## src/rtl/fpga_spi_pkg.sv

```systemverilog
// Constants, register map and FSM state type shared by the FPGA SPI master and the register slave.
package fpga_spi_pkg;

   localparam int FRAME_BITS = 24;
   localparam int CMD_BITS   = 8;
   localparam int WR_BIT     = 16;

   localparam logic [7:0] ADDR_TRIGSTAT  = 8'h01;
   localparam logic [7:0] ADDR_VERSION   = 8'h04;
   localparam logic [7:0] ADDR_COUNTBASE = 8'h08;
   localparam logic [7:0] ADDR_STRBCOUNT = 8'h0C;
   localparam logic [7:0] ADDR_INTCLOCK  = 8'h18;
   localparam logic [7:0] ADDR_TRIGDELAY = 8'h28;
   localparam logic [7:0] ADDR_TRIGMODE  = 8'h2C;
   localparam logic [7:0] ADDR_SSLOW     = 8'h38;
   localparam logic [7:0] ADDR_SSHIGH    = 8'h3C;
   localparam logic [7:0] ADDR_LAMPEN    = 8'h40;
   localparam logic [7:0] ADDR_OFFSET    = 8'h5C;
   localparam logic [7:0] ADDR_MAXSAT    = 8'h68;

   typedef enum logic [2:0] {
      ST_IDLE,
      ST_SETUP,
      ST_SHIFT_LO,
      ST_SHIFT_HI,
      ST_HOLD,
      ST_GAP
   } spi_state_e;

   // Wire frame: word address, a reserved zero, the write flag, then 16 data bits.
   function automatic logic [FRAME_BITS-1:0] build_frame(input logic       write,
                                                         input logic [5:0] word_addr,
                                                         input logic [15:0] data);
      return {word_addr, 1'b0, write, data};
   endfunction

endpackage

```

## src/rtl/fpga_spi_master_if.sv

```systemverilog
// Command/response bus between a requester and the FPGA SPI master.
interface fpga_spi_master_if;

   logic        cmd_valid;
   logic        cmd_ready;
   logic        cmd_write;
   logic [7:0]  cmd_addr;
   logic [15:0] cmd_wdata;
   logic        rsp_valid;
   logic [15:0] rsp_rdata;
   logic        busy;

   modport master (
      output cmd_valid, cmd_write, cmd_addr, cmd_wdata,
      input  cmd_ready, rsp_valid, rsp_rdata, busy
   );

   modport slave (
      input  cmd_valid, cmd_write, cmd_addr, cmd_wdata,
      output cmd_ready, rsp_valid, rsp_rdata, busy
   );

endinterface

```

## src/rtl/spi_half_period_timer.sv

```systemverilog
// Free-running down-counter that ticks once every HALF_PERIOD cycles; restart realigns the phase.
module spi_half_period_timer #(
   parameter int HALF_PERIOD = 8
) (
   input  logic sys_clk,
   input  logic sys_rst,
   input  logic restart,
   output logic tick
);

   localparam int TW = (HALF_PERIOD > 1) ? $clog2(HALF_PERIOD) : 1;

   logic [TW-1:0] count_q, count_d;

   always_comb begin
      count_d = count_q - TW'(1);
      if (restart || (count_q == '0)) begin
         count_d = TW'(HALF_PERIOD - 1);
      end
   end

   always_ff @(posedge sys_clk) begin
      if (sys_rst) begin
         count_q <= TW'(HALF_PERIOD - 1);
      end else begin
         count_q <= count_d;
      end
   end

   assign tick = (count_q == '0);

endmodule

```

## src/rtl/fpga_spi_master.sv

```systemverilog
// Mode-0 SPI master turning one command handshake into a 24-bit register frame and a 16-bit readback.
module fpga_spi_master
   import fpga_spi_pkg::*;
#(
   parameter int HALF_PERIOD = 8,
   parameter int CS_GAP      = 16
) (
   input  logic                sys_clk,
   input  logic                sys_rst,
   fpga_spi_master_if.slave    bus,
   output logic                fpga_clk,
   output logic                fpga_cs,
   output logic                fpga_mosi,
   input  logic                fpga_miso
);

   localparam int GW = (CS_GAP > 1) ? $clog2(CS_GAP) : 1;

   spi_state_e            state_q, state_d;
   logic [FRAME_BITS-1:0] tx_q, tx_d;
   logic [15:0]           rx_q, rx_d;
   logic [15:0]           rdata_q, rdata_d;
   logic [4:0]            bit_cnt_q, bit_cnt_d;
   logic [GW-1:0]         gap_q, gap_d;
   logic                  clk_q, clk_d;
   logic                  cs_q, cs_d;
   logic                  mosi_q, mosi_d;
   logic                  busy_q, busy_d;
   logic                  rsp_valid_q, rsp_valid_d;
   logic [FRAME_BITS-1:0] frame;
   logic                  restart;
   logic                  tick;
   logic                  unused_addr_bits;

   assign unused_addr_bits = ^bus.cmd_addr[1:0];

   spi_half_period_timer #(
      .HALF_PERIOD (HALF_PERIOD)
   ) u_timer (
      .sys_clk (sys_clk),
      .sys_rst (sys_rst),
      .restart (restart),
      .tick    (tick)
   );

   always_comb begin
      frame       = build_frame(bus.cmd_write, bus.cmd_addr[7:2], bus.cmd_wdata);
      state_d     = state_q;
      tx_d        = tx_q;
      rx_d        = rx_q;
      rdata_d     = rdata_q;
      bit_cnt_d   = bit_cnt_q;
      gap_d       = gap_q;
      clk_d       = clk_q;
      cs_d        = cs_q;
      mosi_d      = mosi_q;
      busy_d      = busy_q;
      rsp_valid_d = 1'b0;
      restart     = 1'b0;

      case (state_q)
         ST_IDLE: begin
            if (bus.cmd_valid) begin
               state_d   = ST_SETUP;
               tx_d      = frame;
               mosi_d    = frame[FRAME_BITS-1];
               cs_d      = 1'b0;
               busy_d    = 1'b1;
               bit_cnt_d = '0;
               restart   = 1'b1;
            end
         end
         // Rising edge: capture miso on the same sys_clk edge that raises fpga_clk.
         ST_SETUP, ST_SHIFT_LO: begin
            if (tick) begin
               state_d = ST_SHIFT_HI;
               clk_d   = 1'b1;
               rx_d    = {rx_q[14:0], fpga_miso};
            end
         end
         ST_SHIFT_HI: begin
            if (tick) begin
               clk_d = 1'b0;
               if (bit_cnt_q == 5'(FRAME_BITS - 1)) begin
                  state_d = ST_HOLD;
                  mosi_d  = 1'b0;
               end else begin
                  state_d   = ST_SHIFT_LO;
                  tx_d      = {tx_q[FRAME_BITS-2:0], 1'b0};
                  mosi_d    = tx_q[FRAME_BITS-2];
                  bit_cnt_d = bit_cnt_q + 5'd1;
               end
            end
         end
         ST_HOLD: begin
            if (tick) begin
               state_d     = ST_GAP;
               cs_d        = 1'b1;
               rsp_valid_d = 1'b1;
               rdata_d     = rx_q;
               gap_d       = GW'(CS_GAP - 1);
            end
         end
         ST_GAP: begin
            if (gap_q == '0) begin
               state_d = ST_IDLE;
               busy_d  = 1'b0;
            end else begin
               gap_d = gap_q - GW'(1);
            end
         end
         default: begin
            state_d = ST_IDLE;
         end
      endcase
   end

   always_ff @(posedge sys_clk) begin
      if (sys_rst) begin
         state_q     <= ST_IDLE;
         tx_q        <= '0;
         rx_q        <= '0;
         rdata_q     <= '0;
         bit_cnt_q   <= '0;
         gap_q       <= '0;
         clk_q       <= 1'b0;
         cs_q        <= 1'b1;
         mosi_q      <= 1'b0;
         busy_q      <= 1'b0;
         rsp_valid_q <= 1'b0;
      end else begin
         state_q     <= state_d;
         tx_q        <= tx_d;
         rx_q        <= rx_d;
         rdata_q     <= rdata_d;
         bit_cnt_q   <= bit_cnt_d;
         gap_q       <= gap_d;
         clk_q       <= clk_d;
         cs_q        <= cs_d;
         mosi_q      <= mosi_d;
         busy_q      <= busy_d;
         rsp_valid_q <= rsp_valid_d;
      end
   end

   assign bus.cmd_ready = (state_q == ST_IDLE) && !sys_rst;
   assign bus.busy      = busy_q;
   assign bus.rsp_valid = rsp_valid_q;
   assign bus.rsp_rdata = rdata_q;
   assign fpga_clk      = clk_q;
   assign fpga_cs       = cs_q;
   assign fpga_mosi     = mosi_q;

endmodule

```

## src/flat_wrapper.sv

```systemverilog
// flat-port wrapper written by rule: the top's interface ports become plain ports
module fpga_spi_master_flat import fpga_spi_pkg::*;
#(
   parameter int HALF_PERIOD = 8,
   parameter int CS_GAP      = 16
)
  (sys_clk, sys_rst, fpga_clk, fpga_cs, fpga_mosi, fpga_miso, bus_cmd_valid, bus_cmd_write, bus_cmd_addr, bus_cmd_wdata, bus_cmd_ready, bus_rsp_valid, bus_rsp_rdata, bus_busy);
  fpga_spi_master_if bus_i ();
  input  logic sys_clk;
  input  logic sys_rst;
  output logic fpga_clk;
  output logic fpga_cs;
  output logic fpga_mosi;
  input  logic fpga_miso;
  input wire logic [$bits(bus_i.cmd_valid)-1:0] bus_cmd_valid;
  input wire logic [$bits(bus_i.cmd_write)-1:0] bus_cmd_write;
  input wire logic [$bits(bus_i.cmd_addr)-1:0] bus_cmd_addr;
  input wire logic [$bits(bus_i.cmd_wdata)-1:0] bus_cmd_wdata;
  output wire logic [$bits(bus_i.cmd_ready)-1:0] bus_cmd_ready;
  output wire logic [$bits(bus_i.rsp_valid)-1:0] bus_rsp_valid;
  output wire logic [$bits(bus_i.rsp_rdata)-1:0] bus_rsp_rdata;
  output wire logic [$bits(bus_i.busy)-1:0] bus_busy;
  assign bus_i.cmd_valid = bus_cmd_valid;
  assign bus_i.cmd_write = bus_cmd_write;
  assign bus_i.cmd_addr = bus_cmd_addr;
  assign bus_i.cmd_wdata = bus_cmd_wdata;
  assign bus_cmd_ready = bus_i.cmd_ready;
  assign bus_rsp_valid = bus_i.rsp_valid;
  assign bus_rsp_rdata = bus_i.rsp_rdata;
  assign bus_busy = bus_i.busy;
  fpga_spi_master #(.HALF_PERIOD(HALF_PERIOD), .CS_GAP(CS_GAP)) u_core (.sys_clk(sys_clk), .sys_rst(sys_rst), .bus(bus_i), .fpga_clk(fpga_clk), .fpga_cs(fpga_cs), .fpga_mosi(fpga_mosi), .fpga_miso(fpga_miso));
endmodule
```

## config.mk

```make
export PLATFORM = sky130hd
export DESIGN_NAME = fpga_spi_master_flat
export DESIGN_NICKNAME = d
export VERILOG_FILES = /design/src/rtl/fpga_spi_pkg.sv /design/src/rtl/fpga_spi_master_if.sv /design/src/rtl/spi_half_period_timer.sv /design/src/rtl/fpga_spi_master.sv /design/src/flat_wrapper.sv
export SDC_FILE = /design/constraint.sdc
export NUM_CORES = 1
export LEC_CHECK = 0
export BUFFER_PORTS_ARGS = -buffer_cell sky130_fd_sc_hd__buf_2
export CAP_MARGIN = 40
export CORE_MARGIN = 2
export CORE_UTILIZATION = 37
export DETAILED_ROUTE_END_ITERATION = 7
export GPL_TIMING_DRIVEN = 1
export PLACE_DENSITY = 0.66
export RECOVER_POWER = 50
export SLEW_MARGIN = 30
export SYNTH_ARGS = -nofsm -noshare
export SYNTH_HDL_FRONTEND = slang
export SYNTH_SLANG_ARGS = --single-unit
```

## constraint.sdc

```tcl
create_clock -name sys_clk -period 2 [get_ports sys_clk]
set_clock_uncertainty 0.2 [all_clocks]
set_input_delay 0.1 -clock sys_clk [delete_from_list [all_inputs] [get_ports sys_clk]]
set_output_delay 0.1 -clock sys_clk [all_outputs]
set_load 0.05 [all_outputs]
```

======== Yosys cells after proc, flatten, opt, wreduce, memory -nomap -nowiden ========
Cells that the tools add are included.
storage, ports and cells
  bits in registers ....................... 75
  latch bits .............................. 0
  bits in writable memories ............... 0
  bits in read-only memories .............. 0
  memories ................................ 0
operators by class
  add/sub/neg operators ................... 3
  multiply operators ...................... 0
  div/mod/pow operators ................... 0
  order comparisons ....................... 0
  equal/unequal tests ..................... 13
  shifts and indexed selects .............. 0
  muxes and demuxes ....................... 33
  bitwise logic cells ..................... 1
  reduce and logical (&&, ||, !) cells .... 23
operators by type and width
  operator             number
  $mux 23              3
  $pmux 23 s2          1
  $mux 3               6
  $mux 5               3
  $pmux 3 s5           1
  $reduce_and 3->1     5
  $mux 1               11
  $pmux 5 s2           1
  $reduce_bool 2->1    5
  $mux 4               2
  $ne 2x1->1 const B   4
  $pmux 1 s2           4
  $pmux 4 s2           1
  $eq 3x2->1 const B   2
  $eq 3x3->1 const B   2
  $logic_not 3->1      2
  $ne 2x2->1 const B   3
  $reduce_or 2->1      3
  $add 5x1->5 const B  1
  $eq 5x5->1 const B   1
  $reduce_and 5->1     1
  $logic_not 4->1      1
  $reduce_and 2->1     2
  $reduce_and 4->1     1
  other kinds (7)      7

======== Longest topological paths before layout ========
  depth in word-level cells ............... 4
  depth in mapped cells ................... 9
  mapped depth without buffers ............ 6

======== By module ========
A second synthesis with hierarchy kept.
unflattened totals
  cells, all modules ...................... 358
  area total of the unflattened synthesis .. 3298.2 um^2
by module, submodules not included
  module                 instances  cells an instance  area each (um^2)
  fpga_spi_master        1          347                3171.8
  spi_half_period_timer  1          11                 126.4

======== Worst setup path after synthesis ========
Ideal clock, no wire load.
  kind .................................... register to output
  start ................................... register u_core.state_q[2]
  end ..................................... output port bus_cmd_ready
  data arrival time ....................... 2.082 ns
  required time ........................... 1.700 ns
  path slack .............................. -0.382 ns
  cell stages (with the launch flop) ...... 3
  cells stage by stage .................... dfxtp_1 > clkbuf_1 > nor4_1
between the ends
  longest elaborated chain between the ends .. 2
RTL lines
  what                    RTL line                text
  start, declared         fpga_spi_master.sv:19   spi_state_e state_q, state_d;
  start signal, assigned  fpga_spi_master.sv:132  state_q <= state_d;
  $logic_not 3->1         fpga_spi_master.sv:146  assign bus.cmd_ready = (state_q == ST_IDLE) && !sys_rst;
  $logic_and 1x1->1       fpga_spi_master.sv:146
  end, declared           flat_wrapper.sv:19      output wire logic [$bits(bus_i.cmd_ready)-1:0] bus_cmd_ready;
Every way passes these cells.

======== Final worst setup path ========
  start ................................... register u_core.gap_q[0]
  end ..................................... register u_core.gap_q[2]
between the ends
  longest elaborated chain between the ends .. 3
RTL lines
  what                                            RTL line                                        text
  start, declared                                 fpga_spi_master.sv:24                           logic [GW-1:0] gap_q, gap_d;
  start signal, assigned                          fpga_spi_master.sv:137                          gap_q <= gap_d;
  $sub 4x1->4 or $logic_not 4->1 (tied branches)  fpga_spi_master.sv:109, fpga_spi_master.sv:105
  $mux 4 or $ne 2x2->1 (tied branches)            n/a
  $pmux 4 s2 or $reduce_and 3->1 (tied branches)  n/a
Parallel ways exist; a longest one is shown, timed or not. The select of a mux whose other input is x is not followed.
A chain may end at the register's enable or synchronous reset.

==> key figures <==
Route
  • Via-to-Cell Ratio: 5.20
  • DRC: 0
  • WL/cell: 13.5 um
  • Post-route ant nets: 0
  • Drt first pass iters: 4
  • Vias: 2932
  • Drt total wl: 7630 um
  • Initial DRC count: 103

Die
  • IO Pins: 51
  • Area of the die: 9670 um2
  • CORE AREA: 8680 um2
  • Die Span X: 98.4 um
  • Die Span Y: 98.4 um
  • Initial core utilization: 38.0%
  • Row cnt: 34

Synthesis
  • Leading area contributor after synthesis: dfxtp_1
  • Syn Std Cell Area: 3290 um2
  • Top cells by area in the synthesized netlist: dfxtp_1, nand2_1, a311oi_2
  • Register area share after synthesis: 45.6%
  • Netlist cell types: 46
  • Most used DFF post-synth: dfxtp_1
  • Syn Inst Count: 376
  • Register bit count reported by yosys: 75
  • Number of flops mapped to enable cells by yosys: 0
  • Syn Area/Cell: 8.76 um2
  • Syn nets: 409
  • Yosys Warn Count: 0
  • Post-synth top area share: 45.6%
  • Asr flop ratio synth: 0%

Cells and area
  • Design area: 4200 um2
  • Final non-filler cell total: 564
  • Fillers: 847
  • Final #Nets: 484
  • Layout area overhead: 27.4%
  • Commonest cells after routing, fill and taps aside: nand2_1, dfxtp_1, a21oi_1, nor2_1, buf_2
  • Layout cells sized above 1: 20.2%
  • Commonest non-fill, non-tap cell in the layout: nand2_1
  • N_diodes: 0

Global routing
  • Total Routing Usage GR: 16.6%
  • First-pass GRT wire length: 13100 um
  • Vias in the first global route: 2914
  • Largest net degree at the start of global routing: 40
  • Initial antenna violation count: 0
  • Gr ovfl total: 0

Worst setup path
  • Crit-path slowest cell: or3b_2
  • Required time of the critical path: 2.01 ns
  • Worst Path Arrival: 1.94 ns
  • Max stage delay on crit path: 0.46 ns
  • Worst-path cell chain: inv_1 > ha_1 > or3b_2 > and2_2 > a211oi_2 > a311oi_1
  • CP Launch Type: register
  • CP top delay family: simple AND/OR/NAND/NOR gates
  • Crit path kind: reg -> reg
  • CP max FO: 8
  • Worst Setup End Kind: register
  • Buf/Inv on CP: 1

Pwr
  • PD cells: 745 nW/um2
  • NetSw: 0.837 mW
  • Switching part of the total: 26.8%
  • Comb power frac: 9.5%
  • Clock group share of total power: 40.5%
  • Pint: 2.29 mW
  • Flop pwr share: 50.0%
  • IR drop worst, VDD: 0.497 mV
  • Static leakage: 1.68 nW

Clock network
  • Clock-pin slew on the worst setup and hold paths: 0.09 ns
  • Post-CTS Setup Repair Bufs: 0
  • Max H-tree Level: 3
  • Clk sinks: 75
  • Worst-case clock buffer depth: 2
  • Worst skew pair latency: 0.36 ns
  • CTS Buf Count: 9
  • Root Buffer: clkbuf_8
  • CTS tree: yes

Worst hold path
  • Hold Path Class: in -> reg

Run
  • Max_cap viols: 0

Place
  • Placed Instance Area: 3770 um2
  • Dpl hpwl: 4940 um
  • Buffers on Ports: 48
  • Placed Cells: 524
  • GP Congestion: 0.787

Timing
  • F_max: 519 MHz
  • Least-Margin Pin Slew: 0.768 ns
  • Hold_ws: 0.105 ns
  • Max transition margin: 48.8%
  • Post-layout min period: 1.93 ns
  • Fin crit share: 96.4%
  • Final Setup Violations: 0
  • Count of pins over their slew limit: 0
  • Total negative slack: 0 ns
  • RSZ-0062 raised after global routing: no
  • Final hold violations: 0

Run status
  • Status: finished, final reports clean
-- registers in the layout, summed over array words and instances (netlist names) --
| register | flops |
|---|---|
| u_core.fpga_mosi | 1 |
| u_core.bus.rsp_valid | 1 |
| u_core.tx_q | 23 |
| u_core.bit_cnt_q | 5 |
| u_core.gap_q | 4 |
| u_core.state_q | 3 |
| u_core.bus.busy | 1 |
| u_core.rx_q | 16 |
| u_core.bus.rsp_rdata | 16 |
| u_core.fpga_clk | 1 |
| u_core.u_timer.count_q | 3 |
| u_core.fpga_cs | 1 |
-- metal layers --
metal | vias to the layer above | global-route usage (%) | share of wire, %
li1 | 1467 | - | -
met1 | 1391 | 19.8 | 46
met2 | 63 | 28.7 | 48
met3 | 11 | 4.29 | 5.0
met4 | 0 | 5.90 | 1.5
met5 | - | 0 | 0
-- per-stage QoR --
stage	utilization [%]	worst slack [ns]	power, mW
6_report	48.4	0.0722	3.13
5_1_grt	48.4	0.00390	3.25
4_1_cts	48.7	0.0470	3.16
3_5_place_dp	43.5	0.0674	1.86
3_3_place_gp	43.5	0.113	1.85
2_1_floorplan	-	0.0663	1.78
-- synthesized netlist by cell type, types with 3 or more instances --
cell type,instances
nand2_1,86
dfxtp_1,75
a21oi_1,50
nor2_1,27
a311oi_2,20
clkbuf_1,18
mux2i_1,17
buf_2,8
inv_1,7
nor3_1,7
o21ai_0,5
a211oi_1,4
ha_1,4
nand3_1,4
nand2b_1,3
-- cells by family after synthesis --
kind of cell / synth area share (%)
buf+inv: 5.20
xor+xnor: 0.798
fa+ha+maj: 1.52
mux: 5.51
compound gates: 21.3
simple gates: 20.1
flops: 45.6
-- path summary, 6_finish.rpt --
kind	from	to	slack, ns	cells after the start
worst min-delay path	sys_rst	u_core.rx_q[12]	0.11	2
worst max register to register	u_core.gap_q[0]	u_core.gap_q[2]	0.07	6
worst min register to register	u_core.u_timer.count_q[0]	u_core.u_timer.count_q[0]	0.19	1
worst max-delay path	u_core.gap_q[0]	u_core.gap_q[2]	0.07	6
-- power groups by stage --
stage	Clock, mW	Sequential, mW	Combinational, mW
global route	1.35	1.57	0.327
floorplan	0	1.61	0.168
CTS	1.30	1.56	0.303
global placement	0	1.60	0.258
finish	1.26	1.56	0.298
detailed placement	0	1.60	0.265
-- worst reg2reg max path: cells and delay by family (launching register included) --
| kind | cells | cell delay, ns |
|---|---|---|
| AOI/OAI and AO/OA | 2 | 0.29 |
| adders and majority gates | 1 | 0.19 |
| DFF | 1 | 0.34 |
| buffers and inverters | 1 | 0.06 |
| and+or+nand+nor | 2 | 0.70 |
-- layout make-up --
type | instances | area [um2] | share of cell area (%)
Clock buffer | 9 | 124 | 2.95
Tap cell | 108 | 135 | 3.22
Inverter | 7 | 26.3 | 0.626
Clock inverter | 7 | 90.1 | 2.15
Sequential cell | 75 | 1500 | 35.8
Timing Repair Buffer | 94 | 683 | 16.3
Multi-Input combinational cell | 264 | 1640 | 39.0
-- timing repair --
action | CTS | global route
endpoints found under the hold margin | 24 | 0
hold buffers | 24 | 0
gates resized for setup | 0 | 3
setup endpoints to repair | 0 | 11
Note: power is estimated with default switching activity, not from simulation.
